===== src/rtl/stash_scan_sequencer_if.sv =====
// Bundle of every signal between the stash scan sequencer and its neighbours
// (stash control FSM, stash tag RAM, stash scan table and writeback engine).
// Signal suffixes are taken from the sequencer's point of view.
//   master : sequencer side  (drives *_o, samples *_i)
//   slave  : environment side (drives *_i, samples *_o)
interface stash_scan_sequencer_if #(
    parameter int ORAML    = 16,
    parameter int SEAWidth = 7,
    parameter int STAWidth = 7
);
    logic                access_start_i;
    logic [ORAML-1:0]    access_leaf_i;
    logic [ORAML-1:0]    current_leaf_o;
    logic                per_access_reset_o;
    logic                table_reset_done_i;
    logic [SEAWidth-1:0] stash_rd_addr_o;
    logic                stash_rd_en_o;
    logic                stash_entry_valid_i;
    logic [ORAML-1:0]    stash_entry_leaf_i;
    logic [ORAML-1:0]    scan_leaf_o;
    logic [SEAWidth-1:0] scan_s_addr_o;
    logic                scan_valid_o;
    logic                scan_done_o;
    logic                is_writeback_cand_o;
    logic                scan_rslt_valid_i;
    logic                scan_rslt_accept_i;
    logic                writeback_ready_i;
    logic [STAWidth-1:0] dma_addr_o;
    logic                dma_valid_o;
    logic [STAWidth-1:0] accepted_count_o;
    logic                busy_o;
    logic                done_o;
    logic                error_o;

    modport master (
        input  access_start_i, access_leaf_i, table_reset_done_i,
               stash_entry_valid_i, stash_entry_leaf_i,
               scan_rslt_valid_i, scan_rslt_accept_i, writeback_ready_i,
        output current_leaf_o, per_access_reset_o, stash_rd_addr_o, stash_rd_en_o,
               scan_leaf_o, scan_s_addr_o, scan_valid_o, scan_done_o,
               is_writeback_cand_o, dma_addr_o, dma_valid_o, accepted_count_o,
               busy_o, done_o, error_o
    );

    modport slave (
        output access_start_i, access_leaf_i, table_reset_done_i,
               stash_entry_valid_i, stash_entry_leaf_i,
               scan_rslt_valid_i, scan_rslt_accept_i, writeback_ready_i,
        input  current_leaf_o, per_access_reset_o, stash_rd_addr_o, stash_rd_en_o,
               scan_leaf_o, scan_s_addr_o, scan_valid_o, scan_done_o,
               is_writeback_cand_o, dma_addr_o, dma_valid_o, accepted_count_o,
               busy_o, done_o, error_o
    );
endinterface


===== src/rtl/stash_scan_sequencer.sv =====
// Per-access controller for the stash scan table.
// Sequence per access: pulse the table's per-access reset and wait out its
// SNULL re-init (RINIT), stream every stash tag into the scan port (SCAN),
// wait for all scan results (DRAIN), walk every scan-table address toward
// writeback (DMA), then pulse Done (FIN).
// Ports:
//   clk  - system clock
//   rst  - asynchronous, active-high reset
//   bus  - stash_scan_sequencer_if.master carrying access control, stash tag
//          read, scan request/result, writeback address and status signals.
// All outputs are registered except scan_leaf_o, scan_s_addr_o's qualifier
// scan_valid_o and scan_leaf_o, which follow the tag RAM read data directly.
module stash_scan_sequencer #(
    parameter int ORAML        = 16,
    parameter int ORAMZ        = 4,
    parameter int StashEntries = 128,
    parameter int SEAWidth     = 7,
    parameter int BlocksOnPath = ORAMZ * (ORAML + 1),
    parameter int STAWidth     = 7
) (
    input  logic clk,
    input  logic rst,
    stash_scan_sequencer_if.master bus
);
    localparam int WaitW = 8;
    localparam int OutW  = SEAWidth + 1;
    // RINIT counts 0..BlocksOnPath+1, i.e. BlocksOnPath+2 cycles
    localparam logic [WaitW-1:0]    WaitLast = WaitW'(BlocksOnPath + 1);
    localparam logic [SEAWidth-1:0] RdLast   = SEAWidth'(StashEntries - 1);
    localparam logic [STAWidth-1:0] DmaLast  = STAWidth'(BlocksOnPath - 1);
    localparam logic [STAWidth-1:0] AccMax   = STAWidth'(BlocksOnPath);

    typedef enum logic [2:0] {
        S_IDLE  = 3'd0,
        S_RINIT = 3'd1,
        S_SCAN  = 3'd2,
        S_DRAIN = 3'd3,
        S_DMA   = 3'd4,
        S_FIN   = 3'd5
    } state_e;

    state_e              state_q, state_d;
    logic [ORAML-1:0]    leaf_q;
    logic                par_q;
    logic [WaitW-1:0]    wait_q;
    logic                rd_en_q;
    logic [SEAWidth-1:0] rd_addr_q;
    logic                rd_pend_q;      // tag read data is on the bus this cycle
    logic [SEAWidth-1:0] sa_q;           // address of the read now returning
    logic [OutW-1:0]     out_q, out_d;   // scan requests awaiting a result
    logic [STAWidth-1:0] acc_q, acc_d;
    logic                err_q;
    logic [STAWidth-1:0] ptr_q;
    logic                dma_last_q;     // final address is being presented
    logic                dma_valid_q;
    logic [STAWidth-1:0] dma_addr_q;
    logic                scan_done_q;
    logic                wb_cand_q;
    logic                busy_q;
    logic                done_q;

    logic start_s;
    logic scan_valid_s;
    logic stray_s;
    logic sat_s;

    assign start_s      = bus.access_start_i && (state_q == S_IDLE);
    assign scan_valid_s = rd_pend_q && bus.stash_entry_valid_i;

    // Outstanding-request counter next value; flags results with nothing pending
    always_comb begin
        out_d   = out_q;
        stray_s = bus.scan_rslt_valid_i && (out_q == {OutW{1'b0}});
        if (start_s) begin
            out_d = {OutW{1'b0}};
        end else if (scan_valid_s && bus.scan_rslt_valid_i) begin
            out_d = out_q;
        end else if (scan_valid_s) begin
            out_d = out_q + OutW'(1);
        end else if (bus.scan_rslt_valid_i && !stray_s) begin
            out_d = out_q - OutW'(1);
        end else begin
            out_d = out_q;
        end
    end

    // Accepted-block counter next value, saturating at the path capacity
    always_comb begin
        acc_d = acc_q;
        sat_s = 1'b0;
        if (start_s) begin
            acc_d = {STAWidth{1'b0}};
        end else if (bus.scan_rslt_valid_i && bus.scan_rslt_accept_i) begin
            if (acc_q == AccMax) begin
                sat_s = 1'b1;
            end else begin
                acc_d = acc_q + STAWidth'(1);
            end
        end else begin
            acc_d = acc_q;
        end
    end

    // Next-state logic for the access sequence
    always_comb begin
        state_d = state_q;
        case (state_q)
            S_IDLE: begin
                if (bus.access_start_i) state_d = S_RINIT;
                else                    state_d = S_IDLE;
            end
            S_RINIT: begin
                if ((wait_q == WaitLast) && bus.table_reset_done_i) state_d = S_SCAN;
                else                                                  state_d = S_RINIT;
            end
            S_SCAN: begin
                // last read has been issued and its data is returning now
                if (rd_pend_q && !rd_en_q) state_d = S_DRAIN;
                else                       state_d = S_SCAN;
            end
            S_DRAIN: begin
                // uses the post-update count so the last result cycle is the final DRAIN cycle
                if (out_d == {OutW{1'b0}}) state_d = S_DMA;
                else                       state_d = S_DRAIN;
            end
            S_DMA: begin
                if (dma_last_q) state_d = S_FIN;
                else            state_d = S_DMA;
            end
            S_FIN:   state_d = S_IDLE;
            default: state_d = S_IDLE;
        endcase
    end

    // State, counters and registered outputs
    always_ff @(posedge clk or posedge rst) begin
        if (rst) begin
            state_q     <= S_IDLE;
            leaf_q      <= {ORAML{1'b0}};
            par_q       <= 1'b0;
            wait_q      <= {WaitW{1'b0}};
            rd_en_q     <= 1'b0;
            rd_addr_q   <= {SEAWidth{1'b0}};
            rd_pend_q   <= 1'b0;
            sa_q        <= {SEAWidth{1'b0}};
            out_q       <= {OutW{1'b0}};
            acc_q       <= {STAWidth{1'b0}};
            err_q       <= 1'b0;
            ptr_q       <= {STAWidth{1'b0}};
            dma_last_q  <= 1'b0;
            dma_valid_q <= 1'b0;
            dma_addr_q  <= {STAWidth{1'b0}};
            scan_done_q <= 1'b0;
            wb_cand_q   <= 1'b0;
            busy_q      <= 1'b0;
            done_q      <= 1'b0;
        end else begin
            state_q <= state_d;
            out_q   <= out_d;
            acc_q   <= acc_d;
            err_q   <= err_q | stray_s | sat_s;
            par_q   <= start_s;
            if (start_s) leaf_q <= bus.access_leaf_i;

            if (state_q == S_RINIT) begin
                if (wait_q != WaitLast) wait_q <= wait_q + WaitW'(1);
            end else begin
                wait_q <= {WaitW{1'b0}};
            end

            rd_pend_q <= rd_en_q;
            sa_q      <= rd_addr_q;
            if ((state_q == S_RINIT) && (state_d == S_SCAN)) begin
                rd_en_q   <= 1'b1;
                rd_addr_q <= {SEAWidth{1'b0}};
            end else if (rd_en_q) begin
                if (rd_addr_q == RdLast) rd_en_q   <= 1'b0;
                else                     rd_addr_q <= rd_addr_q + SEAWidth'(1);
            end

            dma_valid_q <= 1'b0;
            if (state_q != S_DMA) begin
                ptr_q      <= {STAWidth{1'b0}};
                dma_last_q <= 1'b0;
            end else if (!dma_last_q && bus.writeback_ready_i) begin
                dma_valid_q <= 1'b1;
                dma_addr_q  <= ptr_q;
                ptr_q       <= ptr_q + STAWidth'(1);
                if (ptr_q == DmaLast) dma_last_q <= 1'b1;
            end

            scan_done_q <= (state_q == S_SCAN) && (state_d == S_DRAIN);
            wb_cand_q   <= (state_d == S_SCAN) || (state_d == S_DRAIN);
            busy_q      <= (state_d != S_IDLE);
            done_q      <= (state_d == S_FIN);
        end
    end

    assign bus.current_leaf_o      = leaf_q;
    assign bus.per_access_reset_o  = par_q;
    assign bus.stash_rd_addr_o     = rd_addr_q;
    assign bus.stash_rd_en_o       = rd_en_q;
    assign bus.scan_valid_o        = scan_valid_s;
    assign bus.scan_s_addr_o       = sa_q;
    assign bus.scan_leaf_o         = rd_pend_q ? bus.stash_entry_leaf_i : {ORAML{1'b0}};
    assign bus.scan_done_o         = scan_done_q;
    assign bus.is_writeback_cand_o = wb_cand_q;
    assign bus.dma_addr_o          = dma_addr_q;
    assign bus.dma_valid_o         = dma_valid_q;
    assign bus.accepted_count_o    = acc_q;
    assign bus.busy_o              = busy_q;
    assign bus.done_o              = done_q;
    assign bus.error_o             = err_q;
endmodule


===== src/flat_wrapper.sv =====
// flat-port wrapper written by rule: the top's interface ports become plain ports
module stash_scan_sequencer_flat 
#(
    parameter int ORAML        = 16,
    parameter int ORAMZ        = 4,
    parameter int StashEntries = 128,
    parameter int SEAWidth     = 7,
    parameter int BlocksOnPath = ORAMZ * (ORAML + 1),
    parameter int STAWidth     = 7
)
  (clk, rst, bus_access_start_i, bus_access_leaf_i, bus_table_reset_done_i, bus_stash_entry_valid_i, bus_stash_entry_leaf_i, bus_scan_rslt_valid_i, bus_scan_rslt_accept_i, bus_writeback_ready_i, bus_current_leaf_o, bus_per_access_reset_o, bus_stash_rd_addr_o, bus_stash_rd_en_o, bus_scan_leaf_o, bus_scan_s_addr_o, bus_scan_valid_o, bus_scan_done_o, bus_is_writeback_cand_o, bus_dma_addr_o, bus_dma_valid_o, bus_accepted_count_o, bus_busy_o, bus_done_o, bus_error_o);
  stash_scan_sequencer_if #(.ORAML(ORAML), .SEAWidth(SEAWidth), .STAWidth(STAWidth)) bus_i ();
  input  logic clk;
  input  logic rst;
  input wire logic [$bits(bus_i.access_start_i)-1:0] bus_access_start_i;
  input wire logic [$bits(bus_i.access_leaf_i)-1:0] bus_access_leaf_i;
  input wire logic [$bits(bus_i.table_reset_done_i)-1:0] bus_table_reset_done_i;
  input wire logic [$bits(bus_i.stash_entry_valid_i)-1:0] bus_stash_entry_valid_i;
  input wire logic [$bits(bus_i.stash_entry_leaf_i)-1:0] bus_stash_entry_leaf_i;
  input wire logic [$bits(bus_i.scan_rslt_valid_i)-1:0] bus_scan_rslt_valid_i;
  input wire logic [$bits(bus_i.scan_rslt_accept_i)-1:0] bus_scan_rslt_accept_i;
  input wire logic [$bits(bus_i.writeback_ready_i)-1:0] bus_writeback_ready_i;
  output wire logic [$bits(bus_i.current_leaf_o)-1:0] bus_current_leaf_o;
  output wire logic [$bits(bus_i.per_access_reset_o)-1:0] bus_per_access_reset_o;
  output wire logic [$bits(bus_i.stash_rd_addr_o)-1:0] bus_stash_rd_addr_o;
  output wire logic [$bits(bus_i.stash_rd_en_o)-1:0] bus_stash_rd_en_o;
  output wire logic [$bits(bus_i.scan_leaf_o)-1:0] bus_scan_leaf_o;
  output wire logic [$bits(bus_i.scan_s_addr_o)-1:0] bus_scan_s_addr_o;
  output wire logic [$bits(bus_i.scan_valid_o)-1:0] bus_scan_valid_o;
  output wire logic [$bits(bus_i.scan_done_o)-1:0] bus_scan_done_o;
  output wire logic [$bits(bus_i.is_writeback_cand_o)-1:0] bus_is_writeback_cand_o;
  output wire logic [$bits(bus_i.dma_addr_o)-1:0] bus_dma_addr_o;
  output wire logic [$bits(bus_i.dma_valid_o)-1:0] bus_dma_valid_o;
  output wire logic [$bits(bus_i.accepted_count_o)-1:0] bus_accepted_count_o;
  output wire logic [$bits(bus_i.busy_o)-1:0] bus_busy_o;
  output wire logic [$bits(bus_i.done_o)-1:0] bus_done_o;
  output wire logic [$bits(bus_i.error_o)-1:0] bus_error_o;
  assign bus_i.access_start_i = bus_access_start_i;
  assign bus_i.access_leaf_i = bus_access_leaf_i;
  assign bus_i.table_reset_done_i = bus_table_reset_done_i;
  assign bus_i.stash_entry_valid_i = bus_stash_entry_valid_i;
  assign bus_i.stash_entry_leaf_i = bus_stash_entry_leaf_i;
  assign bus_i.scan_rslt_valid_i = bus_scan_rslt_valid_i;
  assign bus_i.scan_rslt_accept_i = bus_scan_rslt_accept_i;
  assign bus_i.writeback_ready_i = bus_writeback_ready_i;
  assign bus_current_leaf_o = bus_i.current_leaf_o;
  assign bus_per_access_reset_o = bus_i.per_access_reset_o;
  assign bus_stash_rd_addr_o = bus_i.stash_rd_addr_o;
  assign bus_stash_rd_en_o = bus_i.stash_rd_en_o;
  assign bus_scan_leaf_o = bus_i.scan_leaf_o;
  assign bus_scan_s_addr_o = bus_i.scan_s_addr_o;
  assign bus_scan_valid_o = bus_i.scan_valid_o;
  assign bus_scan_done_o = bus_i.scan_done_o;
  assign bus_is_writeback_cand_o = bus_i.is_writeback_cand_o;
  assign bus_dma_addr_o = bus_i.dma_addr_o;
  assign bus_dma_valid_o = bus_i.dma_valid_o;
  assign bus_accepted_count_o = bus_i.accepted_count_o;
  assign bus_busy_o = bus_i.busy_o;
  assign bus_done_o = bus_i.done_o;
  assign bus_error_o = bus_i.error_o;
  stash_scan_sequencer #(.ORAML(ORAML), .ORAMZ(ORAMZ), .StashEntries(StashEntries), .SEAWidth(SEAWidth), .BlocksOnPath(BlocksOnPath), .STAWidth(STAWidth)) u_core (.clk(clk), .rst(rst), .bus(bus_i));
endmodule

===== config.mk =====
export PLATFORM = sky130hd
export DESIGN_NAME = stash_scan_sequencer_flat
export DESIGN_NICKNAME = d
export VERILOG_FILES = /design/src/rtl/stash_scan_sequencer_if.sv /design/src/rtl/stash_scan_sequencer.sv /design/src/flat_wrapper.sv
export SDC_FILE = /design/constraint.sdc
export NUM_CORES = 1
export LEC_CHECK = 0
export CORE_MARGIN = 1.5
export CORE_UTILIZATION = 48
export CTS_CLUSTER_DIAMETER = 60
export DETAILED_ROUTE_END_ITERATION = 10
export PLACE_DENSITY = 0.81
export RECOVER_POWER = 100
export SLEW_MARGIN = 10
export SYNTH_ARGS = -nofsm -noshare
export SYNTH_HDL_FRONTEND = slang
export SYNTH_SLANG_ARGS = --single-unit

===== constraint.sdc =====
create_clock -name clk -period 2.56 [get_ports clk]
set_input_delay 0.256 -clock clk [delete_from_list [all_inputs] [get_ports clk]]
set_output_delay 0.256 -clock clk [all_outputs]
set_load 0.005 [all_outputs]

## Yosys cells after proc, flatten, opt, wreduce, memory -nomap -nowiden

Index checks and enable logic that the tools add are counted.

- Add/sub/neg operators: 6
- Equal/unequal tests: 16
- Multiplexer cells: 32
- Bitwise operators: 3
- Reduce and logical (&&, ||, !) cells: 27

Operators with widths:

| operator | number |
|---|---|
| $mux W7 | 8 |
| $mux W8 | 6 |
| $add A7 B1 Y7 const B | 3 |
| $eq A7 B7 Y1 const B | 3 |
| $add A8 B1 Y8 const B | 2 |
| $logic_not A8 Y1 | 2 |
| $mux W16 | 1 |
| $pmux W3 S5 | 1 |
| $mux W1 | 14 |
| $eq A3 B2 Y1 const B | 4 |
| $logic_and A1 B1 Y1 | 11 |
| $eq A8 B7 Y1 const B | 1 |
| $ne A8 B7 Y1 const B | 1 |
| $reduce_and A2 Y1 | 4 |
| $reduce_bool A2 Y1 | 4 |
| $sub A8 B1 Y8 const B | 1 |
| $eq A3 B3 Y1 const B | 2 |
| $ne A2 B1 Y1 const B | 2 |
| $eq A3 B1 Y1 const B | 1 |
| $logic_not A1 Y1 | 3 |
| $logic_not A3 Y1 | 1 |
| $mux W3 | 1 |
| $ne A3 B3 Y1 const B | 1 |
| $reduce_bool A3 Y1 | 1 |
| 5 further kinds | 6 |

- Flip-flop bits (word level): 80
- Input port bits: 40
- Logic and storage cells: 103

## Longest topological paths before layout

- Depth in word-level cells: 15
- Depth in mapped cells: 8

## Worst setup path before layout

No wires, ideal clock.

- Path kind: reg2reg
- From: register u_core.out_q[0]
- To: register u_core.state_q[0]
- Setup time: 0.140 ns
- Data arrival time: 1.929 ns
- Path slack: 0.492 ns
- Cell stages (with the launch flop): 9
- Buffers on the path: 0
- Period minus slack after synthesis: 2.068 ns
- Path through: dfrtp_1 inv_1 ha_1 or4b_4 o211ai_2 o21ai_2 mux2_4 nor3_4 a41oi_1

- Word-level cells in the longest chain between the ends: 11

RTL lines:

| item | RTL line | text |
|---|---|---|
| start, declared | stash_scan_sequencer.sv:50 | `logic [OutW-1:0] out_q, out_d;` |
| start signal, assigned | stash_scan_sequencer.sv:146 | `out_q <= {OutW{1'b0}};` |
| start signal, assigned | stash_scan_sequencer.sv:159 | `out_q <= out_d;` |
| branches (longest 6 deep; another with $sub A8 B1 Y8) | n/a |  |
| $mux W8 * | stash_scan_sequencer.sv:76 | `end else if (scan_valid_s && bus.scan_rslt_valid_i) begin` |
| $mux W8 * | stash_scan_sequencer.sv:74 | `if (start_s) begin` |
| via u_core.out_d[0] | stash_scan_sequencer.sv:50 |  |
| $logic_not A8 Y1 * | stash_scan_sequencer.sv:123 | `if (out_d == {OutW{1'b0}}) state_d = S_DMA;` |
| $mux W3 * | stash_scan_sequencer.sv:123 |  |
| $pmux W3 S5 * | stash_scan_sequencer.sv:107 | `case (state_q)` |
| via u_core.state_d[0] | stash_scan_sequencer.sv:42 | `state_e state_q, state_d;` |
| end signal, assigned | stash_scan_sequencer.sv:158 | `state_q <= state_d;` |
| end, declared | stash_scan_sequencer.sv:42 |  |

Mark *: on every way through the listed nets, which the timed path passes.
A chain may end at the register's enable or synchronous reset.

## Worst setup path after layout

- From: register u_core.out_q[1]
- To: register u_core.state_q[0]

- Word-level cells in the longest chain between the ends: 11

RTL lines:

| item | RTL line | text |
|---|---|---|
| $logic_not A8 Y1 | stash_scan_sequencer.sv:73 | `stray_s = bus.scan_rslt_valid_i && (out_q == {OutW{1'b0}});` |
| $logic_and A1 B1 Y1 | stash_scan_sequencer.sv:73 |  |
| $logic_not A1 Y1 | stash_scan_sequencer.sv:80 | `end else if (bus.scan_rslt_valid_i && !stray_s) begin` |
| $logic_and A1 B1 Y1 | stash_scan_sequencer.sv:80 |  |
| $mux W8 | stash_scan_sequencer.sv:80 |  |
| $mux W8 | stash_scan_sequencer.sv:78 | `end else if (scan_valid_s) begin` |
| $mux W8 | stash_scan_sequencer.sv:76 |  |
| $mux W8 | stash_scan_sequencer.sv:74 |  |
| via u_core.out_d[0] | stash_scan_sequencer.sv:50 |  |
| $logic_not A8 Y1 | stash_scan_sequencer.sv:123 |  |
| $mux W3 | stash_scan_sequencer.sv:123 |  |
| $pmux W3 S5 | stash_scan_sequencer.sv:107 |  |
| via u_core.state_d[0] | stash_scan_sequencer.sv:42 |  |

The timed path passes the listed nets, and every way through them passes these cells.

==> results by group <==
Critical path
  – CP arrival: 2540 ps
  – Setup Crit Path Kind: reg -> reg
  – WP buf/inv: 1
  – Crit Path Max Fanout: 6
  – Sequence of cells on the critical path: inv_1 > ha_1 > or4b_4 > o211ai_1 > o21ai_2 > mux2_4 > nor3_4 > a41oi_1
  – Setup crit end kind: flop
  – CP max stage cell: or4b_4
  – Startpoint Class: flop
  – CP top delay family: simple AND/OR/NAND/NOR gates
  – Slowest stage delay, CP: 480 ps
  – Required time worst endpoint: 2770 ps

STA
  – Min Hold Slack: 456 ps
  – Fmax: 430 MHz
  – Worst slew pin tran: 1890 ps
  – Slew HR: -0.259
  – Final worst path period share: 0.909
  – Skew final: 10.2 ps
  – Final Hold Vio Count: 0
  – RSZ-0062 raised after global routing: false
  – # setup viols final: 0
  – Fin Setup TNS: 0 ps
  – Max-slew violations: 81
  – Time the worst path needs with I/O delays and setup: 2330 ps

Final layout
  – Final core occ: 0.670
  – Ant. Diodes: 0
  – Post-route cell area: 5150 um2
  – Share of cells above drive strength 1: 0.109
  – Fill count: 631
  – Post-layout net count: 510
  – Area growth from synthesis to layout: 36.0%

Global routing
  – Grt ovf: 0
  – First-pass GRT wire length: 13800 um
  – Largest net degree at the start of global routing: 81
  – Gr usage total: 0.208
  – Number of antenna violations at the first check in global routing: 0
  – Number of global-route vias before repair: 2949

Power and ir drop
  – Worst vdd ir: 0.438 mV
  – PwrDens: 800 nW/um2
  – Leakage: 2.22 nW

CTS
  – Post-CTS Setup Repair Bufs: 0
  – CTS Buf Count: 9
  – Clk pin slew, worst setup/hold paths: 80 ps
  – Root Buffer: clkbuf_8
  – CTS tree: done
  – CTS resizes: 0
  – Clock Latency Late Sink: 350 ps
  – H-Tree Depth: 3
  – Clk sinks: 80
  – CTS max path bufs: 2
  – Hold_buf cts: 0

Floorplanning
  – Core area: 7690 um2
  – # IOs: 109
  – Die Area: 8430 um2
  – Chip Height: 91.8 um
  – Site row count: 32
  – Die width: 91.8 um
  – Initial core utilization: 0.493

Synth
  – Sequential fraction of the synthesis area: 0.528
  – Top cells by count, synth: dfrtp_1 (80), nor2_1 (46), mux2_2 (23), nand2_1 (23), and2_1 (18)
  – Leading post-synthesis cells by cell area: dfrtp_1 (53%), mux2_2 (6.8%), nor2_1 (4.6%)
  – Synth Cell Area: 3790 um2
  – Post-synth ARST share: 1.00
  – Syn avg cell area: 10.9 um2
  – Synthesized Nets: 397
  – Top-count cell post-synth: dfrtp_1
  – EDFF count, synth: 0
  – Post-Synthesis Cells: 348
  – Post-synth top area share: 0.528
  – Ys flop type: dfrtp_1
  – Synth warn: 0
  – Synth cell types: 54
  – Post-synth top area cell: dfrtp_1
  – Yosys reg bits: 80

Drt
  – DRC violations left: 0
  – Wire per inst: 14.9 um
  – Via density: 5.29
  – Final WL: 8490 um
  – Starting DRT DRC Count: 142
  – Via count: 3005
  – DRT Pass-1 Iters: 4
  – ANT nets after route: 0

Outcome
  – Outcome: finished with violations
  – Failing checks: max-capacitance violations, max-slew violations

Place
  – Placement Cell Area: 5010 um2
  – Final HPWL DP: 6150 um
  – Buffers on Ports: 108
  – Gp weighted congestion: 0.874

Run
  – Max-cap violations: 1

Worst hold path
  – Worst min-delay path class: reg -> reg
-- final timing paths --
check	from	end	slack [ps]	cells past startpoint
worst max register to register	u_core.out_q[1]$_DFF_PP0_	u_core.state_q[0]$_DFF_PP0_	230	8
min in group asynchronous	rst	u_core.bus.scan_s_addr_o[0]$_DFF_PP0_	870	3
worst min-delay path	u_core.bus.stash_rd_addr_o[6]$_DFFE_PP0P_	u_core.bus.scan_s_addr_o[6]$_DFF_PP0_	460	0
max in group asynchronous	rst	u_core.out_q[7]$_DFF_PP0_	560	3
worst min register to register	u_core.bus.stash_rd_addr_o[6]$_DFFE_PP0P_	u_core.bus.scan_s_addr_o[6]$_DFF_PP0_	460	0
worst max-delay path	u_core.out_q[1]$_DFF_PP0_	u_core.state_q[0]$_DFF_PP0_	230	8
-- sequential cells by signal, indices dropped and copies added, names as in the netlist, 3 cells and up --
register	count
u_core.bus.stash_rd_addr_o	7
u_core.wait_q	8
u_core.bus.accepted_count_o	7
u_core.bus.dma_addr_o	7
u_core.out_q	8
u_core.bus.current_leaf_o	16
u_core.bus.scan_s_addr_o	7
u_core.ptr_q	7
u_core.state_q	3
-- through the flow --
stage	instances	power (mW)	setup WS, ps
3_5_place_dp	552	3.34	309
2_1_floorplan	348	2.67	252
3_3_place_gp	552	3.27	355
6_report	568	4.12	233
4_1_cts	568	4.24	321
5_1_grt	568	4.36	84.9
-- metal layers --
layer | track usage | part of all wire
met1 | 0.265 | 0.43
met2 | 0.349 | 0.50
met3 | 0.0439 | 0.048
met4 | 0.0731 | 0.016
met5 | 0 | 0
-- cell type report --
cell class              count  area [um2]  share of cell area
flip-flops and latches     80        2000               0.389
multi-input cells         244        1670               0.325
repair buffers            114        1110               0.216
clock buffers              11         131              0.0255
well taps                 102         128              0.0248
clock inverters             5        57.6              0.0112
inverters                  12        46.3             0.00899
-- cells by family (layout without fill, tap and decap cells) --
family,Yosys count,count (layout),share of synthesized area
AOI/OAI and AO/OA,41,41,0.0756
xor gates and xnor gates,26,26,0.0601
adders and majority gates,9,9,0.0297
buffers and inverters,24,142,0.0267
DFF,80,80,0.528
muxes,29,29,0.0855
and+or+nand+nor,139,139,0.194
-- power by group --
group / internal [mW] / total [mW] / switching [mW]
clock: 0.451 / 0.901 / 0.450
sequential: 1.55 / 1.83 / 0.284
combinational: 0.759 / 1.39 / 0.628
-- placed cells by master (no fill, tap or decap), types with 3 or more instances in the layout --
cell type        instances
dfrtp_1                 80
dlygate4sd3_1           56
clkdlybuf4s50_1         52
nor2_1                  46
nand2_1                 23
mux2_2                  23
xor2_1                  16
and2_0                  14
a21oi_1                 11
inv_1                   11
xnor2_1                 10
nand4_1                  9
ha_1                     9
clkbuf_8                 9
nand3_1                  8
o21ai_0                  5
or3_1                    5
and3_1                   5
mux2i_1                  5
clkbuf_1                 5
and2_1                   4
nor2b_1                  3
nor4b_1                  3
a31oi_1                  3
or2_2                    3
nor4_1                   3
clkinv_2                 3
-- worst register-to-register path, cell delays in order, from the launching register on --
cell and delay [ps]:
dfrtp_1 440, inv_1 120, ha_1 140, or4b_4 480
o211ai_1 260, o21ai_2 100, mux2_4 320, nor3_4 190
a41oi_1 150
Power figures use the tool's default switching activity.
